===== config.mk =====
export PLATFORM = sky130hd
export DESIGN_NAME = esm_dwell_reporter
export DESIGN_NICKNAME = d
export VERILOG_FILES = /design/src/rtl/esm_dwell_reporter.sv
export SDC_FILE = /design/constraint.sdc
export NUM_CORES = 2
export LEC_CHECK = 0
export CELL_PAD_IN_SITES_DETAIL_PLACEMENT = 2
export CELL_PAD_IN_SITES_GLOBAL_PLACEMENT = 2
export CORE_ASPECT_RATIO = 0.6
export CORE_UTILIZATION = 30
export DETAILED_ROUTE_END_ITERATION = 10
export PLACE_DENSITY_LB_ADDON = 0.15
export RECOVER_POWER = 100
export SYNTH_ARGS = -nofsm -noshare
export SYNTH_HDL_FRONTEND = slang
export SYNTH_SLANG_ARGS = --single-unit

===== constraint.sdc =====
create_clock -name Clk -period 7.9 [get_ports Clk]
set_input_delay 1.58 -clock Clk [delete_from_list [all_inputs] [get_ports Clk]]
set_output_delay 1.58 -clock Clk [all_outputs]
set_load 0.05 [all_outputs]

===== src/rtl/esm_dwell_reporter.sv =====
// -----------------------------------------------------------------------------
// esm_dwell_reporter
// Transmit side of the dwell metadata path. Watches the dwell strobe coming
// from esm_dwell_controller and, for every completed dwell, emits one fixed
// 14-word AXI-stream report with the dwell metadata, the measured dwell length
// and the start timestamp. Single clock domain; CDC lives in the downstream FIFO.
//
// Ports
//   Clk                 clock (Clk_x4 domain)
//   Rst                 synchronous active-high reset
//   Enable              1 = capture new dwells; sampled at dwell start only
//   Dwell_active        high for the duration of a dwell
//   Dwell_data          dwell metadata, stable while Dwell_active
//   Dwell_sequence_num  dwell sequence number, stable while Dwell_active
//   M_axis_valid        report beat valid
//   M_axis_ready        downstream ready
//   M_axis_data         report beat
//   M_axis_last         high on word 13
//   Dropped_count       saturating count of dwells lost to a full pending slot
// -----------------------------------------------------------------------------

package esm_dwell_reporter_pkg;

    typedef struct packed {
        logic [15:0] frequency;
        logic [15:0] tag;
        logic [31:0] duration;
        logic [7:0]  fast_lock_profile;
        logic [7:0]  gain;
        logic [7:0]  threshold_shift_wide;
        logic [7:0]  threshold_shift_narrow;
        logic [63:0] channel_mask_narrow;
        logic [15:0] min_pulse_duration;
        logic [7:0]  channel_mask_wide;
    } esm_dwell_metadata_t;

endpackage

module esm_dwell_reporter
    import esm_dwell_reporter_pkg::*;
#(
    parameter int          AXI_DATA_WIDTH = 32,   // only 32 is supported
    parameter logic [31:0] REPORT_MAGIC   = 32'h45534D52,
    parameter logic [7:0]  MODULE_ID      = 8'h02,
    parameter logic [7:0]  MESSAGE_TYPE   = 8'h10
) (
    input  logic                      Clk,
    input  logic                      Rst,
    input  logic                      Enable,
    input  logic                      Dwell_active,
    input  esm_dwell_metadata_t       Dwell_data,
    input  logic [31:0]               Dwell_sequence_num,
    output logic                      M_axis_valid,
    input  logic                      M_axis_ready,
    output logic [AXI_DATA_WIDTH-1:0] M_axis_data,
    output logic                      M_axis_last,
    output logic [15:0]               Dropped_count
);

    typedef enum logic [0:0] {
        ST_IDLE = 1'b0,
        ST_SEND = 1'b1
    } state_t;

    localparam logic [3:0] LAST_WORD = 4'd13;

    // Free-running timestamp
    logic [63:0]         ts_r;

    // Dwell tracking and shadow capture
    logic                active_prev_r;
    logic                captured_r;
    esm_dwell_metadata_t sh_data_r;
    logic [31:0]         sh_dseq_r;
    logic [63:0]         sh_ts_r;
    logic [31:0]         act_cnt_r;

    // Single pending-report slot
    logic                pend_valid_r;
    esm_dwell_metadata_t pend_data_r;
    logic [31:0]         pend_dseq_r;
    logic [63:0]         pend_ts_r;
    logic [31:0]         pend_cnt_r;

    logic [31:0]         rpt_seq_r;
    logic [15:0]         dropped_r;

    // FSM and registered stream outputs
    state_t              state_r;
    state_t              state_nx_s;
    logic [3:0]          word_idx_r;
    logic [3:0]          word_idx_nx_s;
    logic                valid_r;
    logic                valid_nx_s;
    logic [31:0]         data_r;
    logic [31:0]         data_nx_s;
    logic                last_r;
    logic                last_nx_s;

    logic                beat_acc_s;
    logic                last_acc_s;
    logic                dwell_start_s;
    logic                dwell_fall_s;
    logic                dwell_end_s;
    logic                pend_load_s;
    logic                dwell_drop_s;

    // Report word map: selects word idx of the report built from the pending slot.
    function automatic logic [31:0] report_word(
        input logic [3:0]          idx,
        input logic [31:0]         seq,
        input esm_dwell_metadata_t md,
        input logic [31:0]         dseq,
        input logic [31:0]         cnt,
        input logic [63:0]         ts
    );
        logic [31:0] w;
        case (idx)
            4'd0:    w = REPORT_MAGIC;
            4'd1:    w = seq;
            4'd2:    w = {MODULE_ID, MESSAGE_TYPE, 16'h0000};
            4'd3:    w = dseq;
            4'd4:    w = {md.frequency, md.tag};
            4'd5:    w = md.duration;
            4'd6:    w = {16'h0000, md.fast_lock_profile, md.gain};
            4'd7:    w = {16'h0000, md.threshold_shift_wide, md.threshold_shift_narrow};
            4'd8:    w = md.channel_mask_narrow[31:0];
            4'd9:    w = md.channel_mask_narrow[63:32];
            4'd10:   w = {md.min_pulse_duration, 8'h00, md.channel_mask_wide};
            4'd11:   w = cnt;
            4'd12:   w = ts[31:0];
            4'd13:   w = ts[63:32];
            default: w = 32'h0000_0000;
        endcase
        return w;
    endfunction

    assign beat_acc_s    = valid_r & M_axis_ready;
    assign last_acc_s    = beat_acc_s & last_r;
    assign dwell_start_s = Dwell_active & ~active_prev_r & Enable;
    assign dwell_fall_s  = ~Dwell_active & active_prev_r;
    // A falling edge only counts when its start was captured (Enable=1, no reset since).
    assign dwell_end_s   = dwell_fall_s & captured_r;
    // The slot is reusable in the very cycle its last beat leaves.
    assign pend_load_s   = dwell_end_s & (~pend_valid_r | last_acc_s);
    assign dwell_drop_s  = dwell_end_s & ~pend_load_s;

    // Timestamp counter, wraps modulo 2^64.
    always_ff @(posedge Clk) begin
        if (Rst) begin
            ts_r <= 64'd0;
        end else begin
            ts_r <= ts_r + 64'd1;
        end
    end

    // Dwell edge tracking, shadow capture and active-cycle counting.
    always_ff @(posedge Clk) begin
        if (Rst) begin
            // Track the live strobe through reset so a dwell already in
            // progress when reset releases is not seen as a new start.
            active_prev_r <= Dwell_active;
            captured_r    <= 1'b0;
            sh_data_r     <= '0;
            sh_dseq_r     <= 32'd0;
            sh_ts_r       <= 64'd0;
            act_cnt_r     <= 32'd0;
        end else begin
            active_prev_r <= Dwell_active;
            if (dwell_start_s) begin
                captured_r <= 1'b1;
                sh_data_r  <= Dwell_data;
                sh_dseq_r  <= Dwell_sequence_num;
                sh_ts_r    <= ts_r;
                act_cnt_r  <= 32'd1;
            end else begin
                if (dwell_fall_s) begin
                    captured_r <= 1'b0;
                end
                if (Dwell_active && (act_cnt_r != 32'hFFFF_FFFF)) begin
                    act_cnt_r <= act_cnt_r + 32'd1;
                end
            end
        end
    end

    // Pending-report slot: loaded at dwell end, freed when word 13 is accepted.
    always_ff @(posedge Clk) begin
        if (Rst) begin
            pend_valid_r <= 1'b0;
            pend_data_r  <= '0;
            pend_dseq_r  <= 32'd0;
            pend_ts_r    <= 64'd0;
            pend_cnt_r   <= 32'd0;
        end else if (pend_load_s) begin
            pend_valid_r <= 1'b1;
            pend_data_r  <= sh_data_r;
            pend_dseq_r  <= sh_dseq_r;
            pend_ts_r    <= sh_ts_r;
            pend_cnt_r   <= act_cnt_r;
        end else if (last_acc_s) begin
            pend_valid_r <= 1'b0;
        end
    end

    // Report sequence number and saturating drop counter.
    always_ff @(posedge Clk) begin
        if (Rst) begin
            rpt_seq_r <= 32'd0;
            dropped_r <= 16'd0;
        end else begin
            if (last_acc_s) begin
                rpt_seq_r <= rpt_seq_r + 32'd1;
            end
            if (dwell_drop_s && (dropped_r != 16'hFFFF)) begin
                dropped_r <= dropped_r + 16'd1;
            end
        end
    end

    // FSM state register.
    always_ff @(posedge Clk) begin
        if (Rst) begin
            state_r <= ST_IDLE;
        end else begin
            state_r <= state_nx_s;
        end
    end

    // FSM next-state logic.
    always_comb begin
        state_nx_s = state_r;
        case (state_r)
            ST_IDLE: begin
                if (pend_valid_r) begin
                    state_nx_s = ST_SEND;
                end else begin
                    state_nx_s = ST_IDLE;
                end
            end
            ST_SEND: begin
                // Always pass through IDLE so valid drops for a cycle between packets.
                if (last_acc_s) begin
                    state_nx_s = ST_IDLE;
                end else begin
                    state_nx_s = ST_SEND;
                end
            end
            default: state_nx_s = ST_IDLE;
        endcase
    end

    // FSM output logic: next values of the registered stream outputs.
    always_comb begin
        valid_nx_s    = valid_r;
        data_nx_s     = data_r;
        last_nx_s     = last_r;
        word_idx_nx_s = word_idx_r;
        case (state_r)
            ST_IDLE: begin
                if (pend_valid_r) begin
                    valid_nx_s    = 1'b1;
                    word_idx_nx_s = 4'd0;
                    data_nx_s     = report_word(4'd0, rpt_seq_r, pend_data_r,
                                                pend_dseq_r, pend_cnt_r, pend_ts_r);
                    last_nx_s     = 1'b0;
                end else begin
                    valid_nx_s    = 1'b0;
                    word_idx_nx_s = 4'd0;
                    data_nx_s     = 32'd0;
                    last_nx_s     = 1'b0;
                end
            end
            ST_SEND: begin
                if (beat_acc_s) begin
                    if (last_r) begin
                        valid_nx_s    = 1'b0;
                        word_idx_nx_s = 4'd0;
                        data_nx_s     = 32'd0;
                        last_nx_s     = 1'b0;
                    end else begin
                        word_idx_nx_s = word_idx_r + 4'd1;
                        data_nx_s     = report_word(word_idx_r + 4'd1, rpt_seq_r, pend_data_r,
                                                    pend_dseq_r, pend_cnt_r, pend_ts_r);
                        last_nx_s     = ((word_idx_r + 4'd1) == LAST_WORD);
                    end
                end else begin
                    // Stalled beat: hold everything stable.
                    valid_nx_s    = valid_r;
                    word_idx_nx_s = word_idx_r;
                    data_nx_s     = data_r;
                    last_nx_s     = last_r;
                end
            end
            default: begin
                valid_nx_s    = 1'b0;
                word_idx_nx_s = 4'd0;
                data_nx_s     = 32'd0;
                last_nx_s     = 1'b0;
            end
        endcase
    end

    // Registered stream outputs.
    always_ff @(posedge Clk) begin
        if (Rst) begin
            valid_r    <= 1'b0;
            data_r     <= 32'd0;
            last_r     <= 1'b0;
            word_idx_r <= 4'd0;
        end else begin
            valid_r    <= valid_nx_s;
            data_r     <= data_nx_s;
            last_r     <= last_nx_s;
            word_idx_r <= word_idx_nx_s;
        end
    end

    assign M_axis_valid  = valid_r;
    assign M_axis_data   = data_r;
    assign M_axis_last   = last_r;
    assign Dropped_count = dropped_r;

endmodule


==> qor.csv <==
stage;metric;value;unit
yosys;Post-Synth Simple-Gate Area;24.1;%
sta;Min Hold Slack;0.442;ns
clock_network;clk root buf;clkbuf_16;
yosys;top_reg_cell synth;dfxtp_1;
yosys;top cells by area, synth;dfxtp_1 49%, nand2_1 16%, a21oi_1 10%;
sta;Max-Slew Margin vs Limit;-195;%
layout;commonest non-fill, non-tap cells in the layout;1338 x nand2_1, 777 x dfxtp_1, 657 x a21oi_1;
yosys;xor-xnor portion of the synthesized cell area;3.28;%
clock_network;CTS tree;done;
die;initial core utilization;30.3;%
run_status;failing checks;capacitance limit, slew limit;
layout;final net count;4457;
worst_hold_path;Hold WC Path Type;flip-flop to flip-flop;
clock_network;Worst-Skew Late Latency;0.69;ns
yosys;largest family of logic cells by synthesized area;simple AND/OR/NAND/NOR gates;
yosys;compound-gate portion of the synthesized area;19.4;%
yosys;mux cell area share after synthesis;0.327;%
critical_path;CP startpoint;M_axis_ready;
critical_path;Reg2Reg Setup Slack;3.28;ns
flow_run;number of max-cap violations;6;
run_status;status;finished with violations;
drt;post-DR wirelength/cell;27.5;um
global_route;initial antenna violation count;8;
layout;fin cells;5704;
global_route;largest net degree at the start of global routing;210;
clock_network;Post-CTS Resized;0;
sta;setup TNS;0;ns
clock_network;clock buffer depth;3;
sta;clock period minus worst slack;5.65;ns
die;Top Ports;271;
clock_network;# hold bufs at CTS;0;
worst_hold_path;hold_sp;sh_ts_r[28];
drt;vias per std cell;5.56;
sta;final setup margin;2.25;ns
drt;Pre-antenna DRT Iters;7;
sta;max-slew violations;576;
layout;layout cells sized above 1;4.94;%
yosys;post-synth top area share;49.0;%
critical_path;CP required;8.50;ns
global_route;first-pass GRT wire length;225000;um
yosys;count of different cell masters after synthesis;65;
yosys;Synth Register Bits;778;
critical_path;reg2reg path depth;8;
yosys;asr flop ratio synth;0;%
drt;drt total wl;157000;um
yosys;cell taking the most area after synthesis;dfxtp_1;
yosys;Synth Area in Adders;0.354;%
clock_network;clk sinks;778;
drt;post-route ant nets;0;
clock_network;clock slew at reported path FFs;0.06;ns
sta;crit share post-route;71.5;%
placement;pre-CTS WS;3.26;ns
layout;Post-Route Utilization;36.6;%
drt;DR vias;31705;
power;maximum VDD drop;0.147;mV
clock_network;CTS Buf Count;80;
critical_path;crit end category;flip-flop;
power;Leak;0.0124;uW
placement;RD Place Congestion;0.996;
critical_path;CP startpoint kind;input port;
sta;Worst-Margin Slew;4.43;ns
power;power per cell area;220;nW/um^2
clock_network;H-tree depth;3;
worst_hold_path;hold path cells;2;
yosys;cell area after synthesis;31800;sq um
placement;DP Cell Count;5555;
placement;hpwl dp;113000;um
yosys;register area share after synthesis;49.0;%
die;Rows;92;
drt;DRC;0;
sta;RSZ-0062 raised after global routing;no;
sta;FMAX;0.177;GHz
layout;commonest non-fill, non-tap cell in the layout;nand2_1;
critical_path;crit-path max FO;30;
worst_hold_path;WHS Endpoint;pend_ts_r[28];
critical_path;Setup Crit Path Kind;input port to flip-flop;
yosys;syn avg cell area;7.74;sq um
placement;IO Port Bufs;270;
sta;Setup-failing EPs final;0;
critical_path;worst r2r dst;M_axis_data[23];
global_route;grt total ovfl;0;
global_route;Total GRT Usage;28.4;%
yosys;Synth warnings;0;
die;chip height;254;um
yosys;Mapped Nets;4335;
yosys;Post-synth EDFFs;0;
drt;DRC marker count from the first detailed-route iteration;3057;
critical_path;FF-to-FF Start;word_idx_r[1];
layout;Area Overhead vs Synth;21.0;%
die;die width;422;um
sta;final hold viol count;0;
die;core area;105000;sq um
critical_path;Worst Path Arrival;6.25;ns
global_route;vias in the first global route;31779;
die;die area;107000;sq um
sta;final setup skew;0.0277;ns
clock_network;Post-CTS Setup Inserts;0;
yosys;Syn Inst Count;4105;
## flip-flops by register name, indices dropped and copies added, names as in the netlist
| name | flops |
|---|---|
| sh_ts_r | 64 |
| ts_r | 64 |
| state_r | 1 |
| M_axis_last | 1 |
| sh_data_r | 184 |
| pend_cnt_r | 32 |
| sh_dseq_r | 32 |
| M_axis_valid | 1 |
| pend_valid_r | 1 |
| act_cnt_r | 32 |
| active_prev_r | 1 |
| Dropped_count | 16 |
| M_axis_data | 32 |
| pend_ts_r | 64 |
| pend_dseq_r | 32 |
| rpt_seq_r | 32 |
| captured_r | 1 |
| word_idx_r | 4 |
| pend_data_r | 184 |
## cell usage after synthesis (9+ instances only)
library cell  instances
nor2_1              195
a222oi_1             16
clkbuf_1            270
xnor2_1              35
a21oi_1             658
nand2_1            1338
a22o_1               30
dfxtp_1             778
o21ai_0              62
inv_1                19
and4_1               16
a221oi_1             42
nand4_1              56
o22ai_1              14
ha_1                  9
nand3_1              98
buf_1                14
and3_1               34
or3_1                29
nor3_1               31
a22oi_1             142
xor2_1               84
a211oi_1             13
## layout make-up
type	count	area (sq um)
antenna	1	2.50
clock buffer	114	2310
clock inverter	34	410
fill	11903	66500
inverter	19	71.3
multi-input combinational	3023	15200
sequential	778	15600
tap	1410	1760
timing repair buffer	325	3180
## cell families after synthesis
group                    after synthesis
AO/OA/AOI/OAI                       1040
XOR/XNOR                             119
adder cells (fa/ha/maj)                9
buffers and inverters                304
flip-flops                           778
multiplexers                          10
AND/OR/NAND/NOR                     1845
## stage by stage
| step | instance area (sq um) | total power [uW] |
|---|---|---|
| after floorplan | 31800 | 4260 |
| after global placement | 35800 | 4490 |
| after detailed placement | 35800 | 4500 |
| after CTS | 38500 | 8530 |
| after global routing | 38500 | 8710 |
| final | 38500 | 8440 |
## worst max-delay path by stage
stage | cells after the start | end
after global routing | 6 | act_cnt_r[8]
final | 9 | M_axis_data[24]
after detailed placement | 7 | pend_data_r[52]
after global placement | 7 | pend_data_r[74]
after CTS | 8 | M_axis_data[2]
after floorplan | 7 | Dropped_count[9]
## where the power goes
| group | leakage [uW] | switching, uW | internal [uW] |
|---|---|---|---|
| Sequential | 0.00628 | 46.1 | 3970 |
| Clock | 0.00133 | 1750 | 2280 |
| Combinational | 0.00478 | 245 | 151 |
| Total | 0.0124 | 2040 | 6400 |
## critical path, cell delays in order
cell and delay, ns:
dlygate4sd3_1 0.64, a21boi_4 0.17, clkbuf_1 2.09, nor2_1 0.12, clkbuf_1 0.41, nand2_1 0.51
a31oi_1 0.19, and4_1 0.31, nor3_1 0.18
## metal layers
layer,up-vias,routed length [um],GRT usage [%]
met2,1085,63900,40.7
met3,250,12600,7.11
li1,14282,-,-
met5,-,27,0
met4,4,5050,8.81
met1,16084,75500,41.5
No activity file was read; power rests on OpenSTA's default activity.
